<file path="src/rtl/interrupt_ack_sequencer.sv">
// Interrupt acknowledge sequencer: raises INTR, runs the two-pulse INTA handshake and
// owns the in-service register, EOI handling and priority rotation.
module interrupt_ack_sequencer #(
    parameter int unsigned ACK_TIMEOUT = 255,
    parameter int unsigned SPUR_LEVEL  = 7
) (
    input  logic       clk,
    input  logic       rst_n,
    input  logic [7:0] interrupt,
    input  logic       inta_n,
    input  logic [4:0] vector_base,
    input  logic       auto_eoi,
    input  logic       rotate_on_aeoi,
    input  logic       eoi_valid,
    input  logic       eoi_specific,
    input  logic       eoi_rotate,
    input  logic [2:0] eoi_level,
    output logic       int_out,
    output logic [7:0] data_out,
    output logic       data_out_en,
    output logic [7:0] clear_irr,
    output logic [7:0] in_service_register,
    output logic [7:0] highest_level_in_service,
    output logic       ack_error
);

    typedef enum logic [2:0] {
        ST_IDLE     = 3'd0,
        ST_REQ      = 3'd1,
        ST_ACK1     = 3'd2,
        ST_ACK1_REL = 3'd3,
        ST_ACK2     = 3'd4
    } state_t;

    localparam logic [7:0] TIMEOUT_C = 8'(ACK_TIMEOUT);
    localparam logic [2:0] SPUR_C    = 3'(SPUR_LEVEL);

    function automatic logic [2:0] encode8(input logic [7:0] v);
        logic [2:0] idx;
        idx = 3'd0;
        for (int i = 7; i >= 0; i--) begin
            if (v[i]) begin
                idx = 3'(i);
            end else begin
                idx = idx;
            end
        end
        return idx;
    endfunction

    // Returns {found, level}: first set ISR bit scanning from the level after the rotation point.
    function automatic logic [3:0] ns_pick(input logic [7:0] isr, input logic [7:0] hlis);
        logic [2:0] start;
        logic [2:0] cand;
        logic [2:0] lvl;
        logic       found;
        start = (hlis == 8'h00) ? 3'd0 : (encode8(hlis) + 3'd1);
        found = 1'b0;
        lvl   = 3'd0;
        for (int k = 0; k < 8; k++) begin
            cand = start + 3'(k);
            if (!found && isr[cand]) begin
                found = 1'b1;
                lvl   = cand;
            end else begin
                found = found;
            end
        end
        return {found, lvl};
    endfunction

    state_t     state_q, state_d;
    logic       inta_prev_q;
    logic [7:0] timer_q, timer_d;
    logic [2:0] lvl_q, lvl_d;
    logic       spur_q, spur_d;
    logic [7:0] isr_q, isr_d;
    logic [7:0] hlis_q, hlis_d;
    logic       int_out_q, int_out_d;
    logic [7:0] data_out_q, data_out_d;
    logic       data_en_q, data_en_d;
    logic [7:0] clear_irr_q, clear_irr_d;
    logic       ack_error_q, ack_error_d;

    logic       inta_fall_s, inta_rise_s, timeout_s, in_ack1_s;
    logic       enter_ack1_s, req_spur_s, ack2_exit_s, aeoi_s;
    logic [2:0] req_lvl_s;
    logic [3:0] ns_pick_s;
    logic       eoi_hit_s;
    logic [2:0] eoi_lvl_s;
    logic [7:0] set_mask_s, eoi_clr_s, aeoi_clr_s;

    assign inta_fall_s  = inta_prev_q & ~inta_n;
    assign inta_rise_s  = ~inta_prev_q & inta_n;
    assign in_ack1_s    = (state_q == ST_ACK1) || (state_q == ST_ACK1_REL);
    assign timeout_s    = in_ack1_s && (timer_q == TIMEOUT_C);
    assign enter_ack1_s = (state_q == ST_REQ) && inta_fall_s;
    assign req_spur_s   = (interrupt == 8'h00);
    assign req_lvl_s    = req_spur_s ? SPUR_C : encode8(interrupt);
    assign ack2_exit_s  = (state_q == ST_ACK2) && inta_rise_s;
    assign aeoi_s       = ack2_exit_s && auto_eoi && !spur_q;
    assign ns_pick_s    = ns_pick(isr_q, hlis_q);

    // Next-state logic of the acknowledge handshake.
    always_comb begin
        state_d = state_q;
        case (state_q)
            ST_IDLE: begin
                if (interrupt != 8'h00) state_d = ST_REQ;
                else                    state_d = ST_IDLE;
            end
            ST_REQ: begin
                if (inta_fall_s)                state_d = ST_ACK1;
                else if (interrupt == 8'h00)    state_d = ST_IDLE;
                else                            state_d = ST_REQ;
            end
            ST_ACK1: begin
                if (timeout_s)        state_d = ST_IDLE;
                else if (inta_rise_s) state_d = ST_ACK1_REL;
                else                  state_d = ST_ACK1;
            end
            ST_ACK1_REL: begin
                if (timeout_s)        state_d = ST_IDLE;
                else if (inta_fall_s) state_d = ST_ACK2;
                else                  state_d = ST_ACK1_REL;
            end
            ST_ACK2: begin
                if (inta_rise_s) state_d = ST_IDLE;
                else             state_d = ST_ACK2;
            end
            default: state_d = ST_IDLE;
        endcase
    end

    // ISR / rotation / latched level: EOI clears act on the old ISR, the INTA1 set is ORed last.
    always_comb begin
        lvl_d      = lvl_q;
        spur_d     = spur_q;
        timer_d    = timer_q;
        set_mask_s = 8'h00;
        if (enter_ack1_s) begin
            lvl_d   = req_lvl_s;
            spur_d  = req_spur_s;
            timer_d = 8'h00;
            if (!req_spur_s) set_mask_s = 8'h01 << req_lvl_s;
            else             set_mask_s = 8'h00;
        end else if (in_ack1_s) begin
            timer_d = timer_q + 8'h01;
        end else begin
            timer_d = timer_q;
        end

        if (eoi_valid && eoi_specific) begin
            eoi_hit_s = 1'b1;
            eoi_lvl_s = eoi_level;
        end else if (eoi_valid) begin
            eoi_hit_s = ns_pick_s[3];
            eoi_lvl_s = ns_pick_s[2:0];
        end else begin
            eoi_hit_s = 1'b0;
            eoi_lvl_s = 3'd0;
        end

        if (eoi_hit_s) eoi_clr_s = 8'h01 << eoi_lvl_s;
        else           eoi_clr_s = 8'h00;
        if (aeoi_s)    aeoi_clr_s = 8'h01 << lvl_q;
        else           aeoi_clr_s = 8'h00;

        isr_d = (isr_q & ~eoi_clr_s & ~aeoi_clr_s) | set_mask_s;

        if (aeoi_s && rotate_on_aeoi)      hlis_d = 8'h01 << lvl_q;
        else if (eoi_hit_s && eoi_rotate)  hlis_d = 8'h01 << eoi_lvl_s;
        else                               hlis_d = hlis_q;
    end

    // Output decode from the upcoming state so every output leaves a flop.
    always_comb begin
        int_out_d  = 1'b0;
        data_en_d  = 1'b0;
        data_out_d = 8'h00;
        case (state_d)
            ST_REQ, ST_ACK1: int_out_d = 1'b1;
            ST_ACK2: begin
                data_en_d  = 1'b1;
                data_out_d = {vector_base, lvl_d};
            end
            ST_IDLE, ST_ACK1_REL: int_out_d = 1'b0;
            default: int_out_d = 1'b0;
        endcase
        clear_irr_d = set_mask_s;
        ack_error_d = timeout_s;
    end

    // State register.
    always_ff @(posedge clk) begin
        if (!rst_n) state_q <= ST_IDLE;
        else        state_q <= state_d;
    end

    // Datapath and output registers.
    always_ff @(posedge clk) begin
        if (!rst_n) begin
            inta_prev_q <= 1'b1;
            timer_q     <= 8'h00;
            lvl_q       <= 3'd0;
            spur_q      <= 1'b0;
            isr_q       <= 8'h00;
            hlis_q      <= 8'h00;
            int_out_q   <= 1'b0;
            data_out_q  <= 8'h00;
            data_en_q   <= 1'b0;
            clear_irr_q <= 8'h00;
            ack_error_q <= 1'b0;
        end else begin
            inta_prev_q <= inta_n;
            timer_q     <= timer_d;
            lvl_q       <= lvl_d;
            spur_q      <= spur_d;
            isr_q       <= isr_d;
            hlis_q      <= hlis_d;
            int_out_q   <= int_out_d;
            data_out_q  <= data_out_d;
            data_en_q   <= data_en_d;
            clear_irr_q <= clear_irr_d;
            ack_error_q <= ack_error_d;
        end
    end

    assign int_out                  = int_out_q;
    assign data_out                 = data_out_q;
    assign data_out_en              = data_en_q;
    assign clear_irr                = clear_irr_q;
    assign in_service_register      = isr_q;
    assign highest_level_in_service = hlis_q;
    assign ack_error                = ack_error_q;

endmodule

</file>
<file path="config.mk">
export PLATFORM = sky130hd
export DESIGN_NAME = interrupt_ack_sequencer
export DESIGN_NICKNAME = d
export VERILOG_FILES = /design/src/rtl/interrupt_ack_sequencer.sv
export SDC_FILE = /design/constraint.sdc
export NUM_CORES = 1
export LEC_CHECK = 0
export BUFFER_PORTS_ARGS = -buffer_cell sky130_fd_sc_hd__buf_4
export CORE_MARGIN = 4
export CORE_UTILIZATION = 42
export CTS_CLUSTER_DIAMETER = 150
export CTS_CLUSTER_SIZE = 20
export DETAILED_ROUTE_END_ITERATION = 10
export GPL_TIMING_DRIVEN = 0
export PLACE_DENSITY_LB_ADDON = 0.2
export SETUP_SLACK_MARGIN = 0.05
export SLEW_MARGIN = 20
export SYNTH_ARGS = -nofsm -noshare
export SYNTH_HDL_FRONTEND = slang
export SYNTH_SLANG_ARGS = --single-unit
</file>
<file path="constraint.sdc">
create_clock -name clk -period 5.61 [get_ports clk]
set_input_delay 1.122 -clock clk [delete_from_list [all_inputs] [get_ports clk]]
set_output_delay 1.122 -clock clk [all_outputs]
set_load 0.005 [all_outputs]
</file>
==> run summary, run 1 <==
Synth Cell Area: 3580 sq um
die area: 10100 sq um
sequential fraction of the synthesis area: 28.5%
Ys Warns: 0
Critical Path AT: 5.46 ns
largest cells by area after synthesis: dfxtp_1 (28%), mux2i_1 (5.0%), nor2_1 (4.5%)
Final Util: 51.5%
synth cell count leaders: dfxtp_1 (51), nor2_1 (43), nand2_1 (36)
final setup fails: 0
global-route wire length before repair: 16.6 mm
CP peak stage delay: 0.52 ns
max-cap violation count: 0
H-tree depth: 2
Post-Syn Instances: 433
clk_lat worst skew: 0.30 ns
global-route congestion overflow total: 0
Routed Antenna Nets: 0
asr flop ratio synth: 0%
die height: 100 um
DP Wirelength: 7.86 mm
outcome: completed
PortBufs: 57
Slew Limit Headroom: 27.6%
maximum buffer depth of the clock tree: 2
n_diodes: 0
Synth Flop Type: dfxtp_1
Post-synth EDFFs: 0
antenna violations before repair: 0
crit-path max FO: 10
1st-iter DRT viols: 244
wire length reported by the detailed router: 9.83 mm
min-delay worst type: flop to flop
Worst Path Class, Setup: flop to flop
number of global-route vias before repair: 3387
hold_buf cts: 0
Hold Startpoint: spur_q$_SDFFE_PN0P_
IO Count: 59
CTS tree: done
P&R area growth vs syn: 18.7%
post-synth net total: 461
final worst-path cycle share: 93.1%
DR vias/cell: 5.85
post-synth top area share: 28.5%
DR WL/cell: 16.4 um
Clock Skews: 0.00533 ns
worst path cell trace: buf_6, nor3_1, o21ai_2, nand2_1, ha_2, o21ai_4, inv_4, ha_1, mux2i_1, nand3_1, and3_1, a21oi_1, a21oi_1, a211oi_1, a311oi_2, buf_6, or4_1, a31oi_1
fraction of layout cells with a size suffix above 1: 22.0%
core area: 8260 sq um
Hold Violations, Final: 0
Non-Filler Instances: 601
Nets: 523
hold path cells: 2
Clk pin slew, worst setup/hold paths: 0.09 ns
die width: 100 um
largest area contributor in the netlist: dfxtp_1
GRT Util Overall: 19.9%
Seq cells post-synth: 51
Netlist cell types: 81
Worst-Margin Slew: 1.08 ns
# placed instances: 595
clock tree root buffer cell: clkbuf_8
Tmin final: 5.22 ns
Initial Utilization: 43.4%
Rows: 33
Max Slew Vio Count: 0
post-CTS setup buffer count: 0
CTS Buf Count: 5
Reg2Reg Depth: 18
Setup crit end kind: flop
RSZ-0062 raised after global routing: no
worst setup path start: highest_level_in_service[0]$_SDFFE_PN0P_
Max Clk Rate: 191 MHz
DR pass1 iterations: 8
DR DRC count: 0
Via Count: 3515
R2R Path Start: highest_level_in_service[0]$_SDFFE_PN0P_
launching element type of the critical path: flop
Final GP Congestion: 0.891
syn avg cell area: 8.28 sq um
Worst Path Required: 5.85 ns
largest net degree at the start of global routing: 17
most frequent cell after synthesis: dfxtp_1
clock sink total: 51
crit path max-delay cell type: ha_1
[area by class of cell]
type	instances	area, sq um
timing repair buffer	57	428
buffer	18	91.3
tap	105	131
multi-input combinational	349	2420
clock inverter	2	38.8
clock buffer	6	72.6
sequential	51	1020
fill	799	4000
inverter	13	51.3
[metrics by stage]
| stage | worst slack [ns] | TNS [ns] | instance area, sq um | hold WS [ns] |
|---|---|---|---|---|
| 2_1_floorplan | 0.833 | 0 | 3580 | 0.437 |
| 3_3_place_gp | -0.129 | -0.228 | 4140 | 0.450 |
| 3_5_place_dp | -0.160 | -0.323 | 4140 | 0.464 |
| 4_1_cts | 0.211 | 0 | 4260 | 0.489 |
| 5_1_grt | 0.176 | 0 | 4250 | 0.523 |
| 6_report | 0.387 | 0 | 4250 | 0.487 |
[cells in the final DEF, fill, tap and decap left out, types with 10 or more instances in the layout]
cell,n
mux2i_1,18
o21ai_0,14
nor3_1,13
inv_1,11
a31oi_1,19
a21oi_1,19
clkbuf_1,10
nor2_1,43
nand2_1,36
dfxtp_1,51
nand2b_1,10
buf_4,58
nand3_1,23
and2_1,16
[worst max-delay path, delay by kind of cell, from the launching register on]
family	cells	cell delay (ns)
multiplexers	1	0.35
flip-flops	1	0.33
AO/OA/AOI/OAI	7	1.72
AND/OR/NAND/NOR	5	1.36
buffers and inverters	3	0.47
adder cells (fa/ha/maj)	2	0.92
[cell families after synthesis]
| group | after synthesis | share of synthesized area (%) |
|---|---|---|
| adders and majority gates | 4 | 1.40 |
| muxes | 33 | 11.6 |
| DFF | 51 | 28.5 |
| and+or+nand+nor | 197 | 29.5 |
| buffers and inverters | 33 | 4.19 |
| AOI/OAI and AO/OA | 105 | 22.4 |
| xor gates and xnor gates | 10 | 2.44 |
[registers in the layout (all words and copies together), names as in the netlist]
signal	flops
ack_error	1
clear_irr	8
data_out	8
data_out_en	1
highest_level_in_service	8
in_service_register	8
int_out	1
inta_prev_q	1
lvl_q	3
spur_q	1
state_q	3
timer_q	8
[metal layers]
metal / track usage (%) / part of all wire, % / wire, um
met3: 3.61 / 6.2 / 611
met5: 0 / 0 / 0
met1: 26.2 / 44 / 4340
met4: 3.83 / 0.99 / 97
met2: 34.2 / 49 / 4780
[worst paths after layout]
check / to / slack, ns
min reg2reg: spur_q$_SDFFE_PN0P_ / 0.49
max reg2reg: highest_level_in_service[2]$_SDFFE_PN0P_ / 0.39
min: spur_q$_SDFFE_PN0P_ / 0.49
max: highest_level_in_service[2]$_SDFFE_PN0P_ / 0.39
[repair_timing]
item / 4_1_cts / 5_1_grt
pin swaps: 0 / 0
endpoints found under the setup margin: 4 / 4
gates resized for setup: 1 / 1
Power of run 1 is left out: the tool's default activity adds up to more than one toggle a clock period on the data nets, which glitch-free logic cannot reach.
==> inputs of run 2 (changes only) <==
Settings changed: CTS_CLUSTER_SIZE 20 to 8, RECOVER_POWER set to 50.
==> run 2 against run 1 <==
Net effect:
- critical path depth is the same
- highest routed layer unchanged
- cell area shrank 1.1%
- utilization decreased by 0.59 points
- setup slack got worse by 0.061 ns
- sequential cell count unchanged
- via count increased by 0.34%
- first-iteration DRC count rose by 4.5%
- critical path type unchanged
==> run summary, run 2 (same netlist as run 1, synthesis figures left out) <==
Max Clk Rate: 189 MHz (-1.2%)
dpl cell area: 4140 sq um (unchanged)
worst setup path start: highest_level_in_service[0]$_SDFFE_PN0P_
P&R area growth vs syn: 17.3%
Hold Violations, Final: 0 (unchanged)
Nets: 523 (unchanged)
final worst-path cycle share: 94.2% (+1.1 points)
worst reg2reg setup slack: 0.33 ns (-0.06 ns)
RR Endpoint: highest_level_in_service[2]$_SDFFE_PN0P_
launching element type of the critical path: flop
global-route congestion overflow total: 0 (unchanged)
crit-path max FO: 10 (unchanged)
clock tree root buffer cell: clkbuf_8
Tmin final: 5.28 ns (+0.0608 ns)
Hold Worst Slack: 0.487 ns (-0.000108 ns)
largest net degree at the start of global routing: 17 (unchanged)
Rows: 33 (unchanged)
Worst Path Required: 5.84 ns (about the same)
clock sink total: 51 (unchanged)
final setup fails: 0 (unchanged)
Setup crit end kind: flop
Slew Limit Headroom: 26.5% (-1.1 points)
Max Slew Vio Count: 0 (unchanged)
IO Count: 59 (unchanged)
Reg2Reg Depth: 18 (unchanged)
outcome: completed
clk_lat worst skew: 0.30 ns (about the same)
1st-iter DRT viols: 255 (+4.5%)
GRT Util Overall: 19.9% (unchanged)
H-tree depth: 2 (unchanged)
Final GP Congestion: 0.891 (unchanged)
DR DRC count: 0 (unchanged)
antenna violations before repair: 0 (unchanged)
CP endpoint: highest_level_in_service[2]$_SDFFE_PN0P_
commonest non-fill, non-tap cells in the layout: dfxtp_1 (51), nor2_1 (43), nand2_1 (36)
R2R Path Start: highest_level_in_service[0]$_SDFFE_PN0P_
DR WL/cell: 16.4 um (+0.25%)
PortBufs: 57 (unchanged)
Clk pin slew, worst setup/hold paths: 0.09 ns (about the same)
die height: 100 um (unchanged)
die width: 100 um (unchanged)
RSZ-0062 raised after global routing: no
max-cap violation count: 0 (unchanged)
most common cell after layout, fill and taps aside: dfxtp_1
Routed Antenna Nets: 0 (unchanged)
DP Wirelength: 7.86 mm (unchanged)
post-CTS setup buffer count: 0 (unchanged)
DR vias/cell: 5.87 (+0.34%)
die area: 10100 sq um (unchanged)
Worst Path Class, Setup: flop to flop
Via Count: 3527 (+0.34%)
Clock Skews: 0.00674 ns (+0.00142 ns)
Final Util: 50.9% (-0.59 points)
core area: 8260 sq um (unchanged)
CTS tree: done
Worst-Margin Slew: 1.09 ns (+0.0162 ns)
min-delay worst type: flop to flop
Final Instance Area: 4210 sq um (-1.1%)
number of fill cells in the layout: 812 (+1.6%)
fraction of layout cells with a size suffix above 1: 19.4% (-2.6 points)
number of global-route vias before repair: 3387 (unchanged)
n_diodes: 0 (unchanged)
global-route wire length before repair: 16.6 mm (unchanged)
Initial Utilization: 43.4% (unchanged)
DR pass1 iterations: 6 (-2)
CTS Buf Count: 5 (unchanged)
Critical Path AT: 5.51 ns (+0.05 ns)
wire length reported by the detailed router: 9.85 mm (+0.25%)
maximum buffer depth of the clock tree: 2 (unchanged)
run 2: cell types whose count changed in the layout (fill, tap and decap cells not counted):
cell	before	now
clkbuf_1	10	23
buf_4	58	25
clkbuf_4	0	20
run 2: cell type report:
type / count / area [sq um] / area share [%]
multi-input cells: 349 / 2420 / 57.5
flip-flops and latches: 51 / 1020 / 24.3
repair buffers: 57 / 379 / 9.02
well taps: 105 / 131 / 3.12
plain buffers: 18 / 91.3 / 2.17
clock buffers: 6 / 72.6 / 1.73
inverters: 13 / 51.3 / 1.22
clock inverters: 2 / 38.8 / 0.922
run 2: metrics by stage:
step,cells,worst slack (ns),setup TNS (ns)
3_3_place_gp,595,-0.129,-0.228
3_5_place_dp,595,-0.160,-0.323
2_1_floorplan,433,0.833,0
4_1_cts,602,0.211,0
5_1_grt,601,0.178,0
6_report,601,0.326,0
run 2: layer usage:
| layer | wire length, um | global-route usage [%] | share of wire (%) | vias to the layer above |
|---|---|---|---|---|
| li1 | - | - | - | 1746 |
| met1 | 4330 | 26.2 | 44 | 1662 |
| met2 | 4830 | 34.2 | 49 | 113 |
| met3 | 620 | 3.61 | 6.3 | 6 |
| met4 | 71 | 3.83 | 0.72 | 0 |
| met5 | 0 | 0 | 0 | - |
run 2: worst min path at each step:
| stage | slack, ns | endpoint | start | cells past startpoint |
|---|---|---|---|---|
| after CTS | 0.49 | spur_q$_SDFFE_PN0P_ | spur_q$_SDFFE_PN0P_ | 2 |
| after global placement | 0.45 | spur_q$_SDFFE_PN0P_ | spur_q$_SDFFE_PN0P_ | 2 |
| final | 0.49 | spur_q$_SDFFE_PN0P_ | spur_q$_SDFFE_PN0P_ | 2 |
| after floorplan | 0.44 | spur_q$_SDFFE_PN0P_ | spur_q$_SDFFE_PN0P_ | 2 |
| after detailed placement | 0.46 | spur_q$_SDFFE_PN0P_ | spur_q$_SDFFE_PN0P_ | 2 |
| after global routing | 0.52 | spur_q$_SDFFE_PN0P_ | spur_q$_SDFFE_PN0P_ | 2 |
run 2: worst max-delay path, cell delays in order, from the launching register on:
cell,delay [ns]
dfxtp_1,0.33
buf_6,0.14
nor3_1,0.30
o21ai_2,0.21
nand2_1,0.24
ha_2,0.40
o21ai_4,0.18
inv_4,0.15
ha_1,0.52
mux2i_1,0.35
nand3_1,0.13
and3_1,0.23
a21oi_1,0.38
a21oi_1,0.14
a211oi_1,0.48
a311oi_2,0.20
buf_6,0.18
or4_1,0.46
a31oi_1,0.18
run 2: timing repair:
item	in CTS	in global routing
pin swaps	0	0
resized for setup	1	1
hold buffers	0	0
setup endpoints to repair	4	4
Power of run 2 is left out for the same reason.
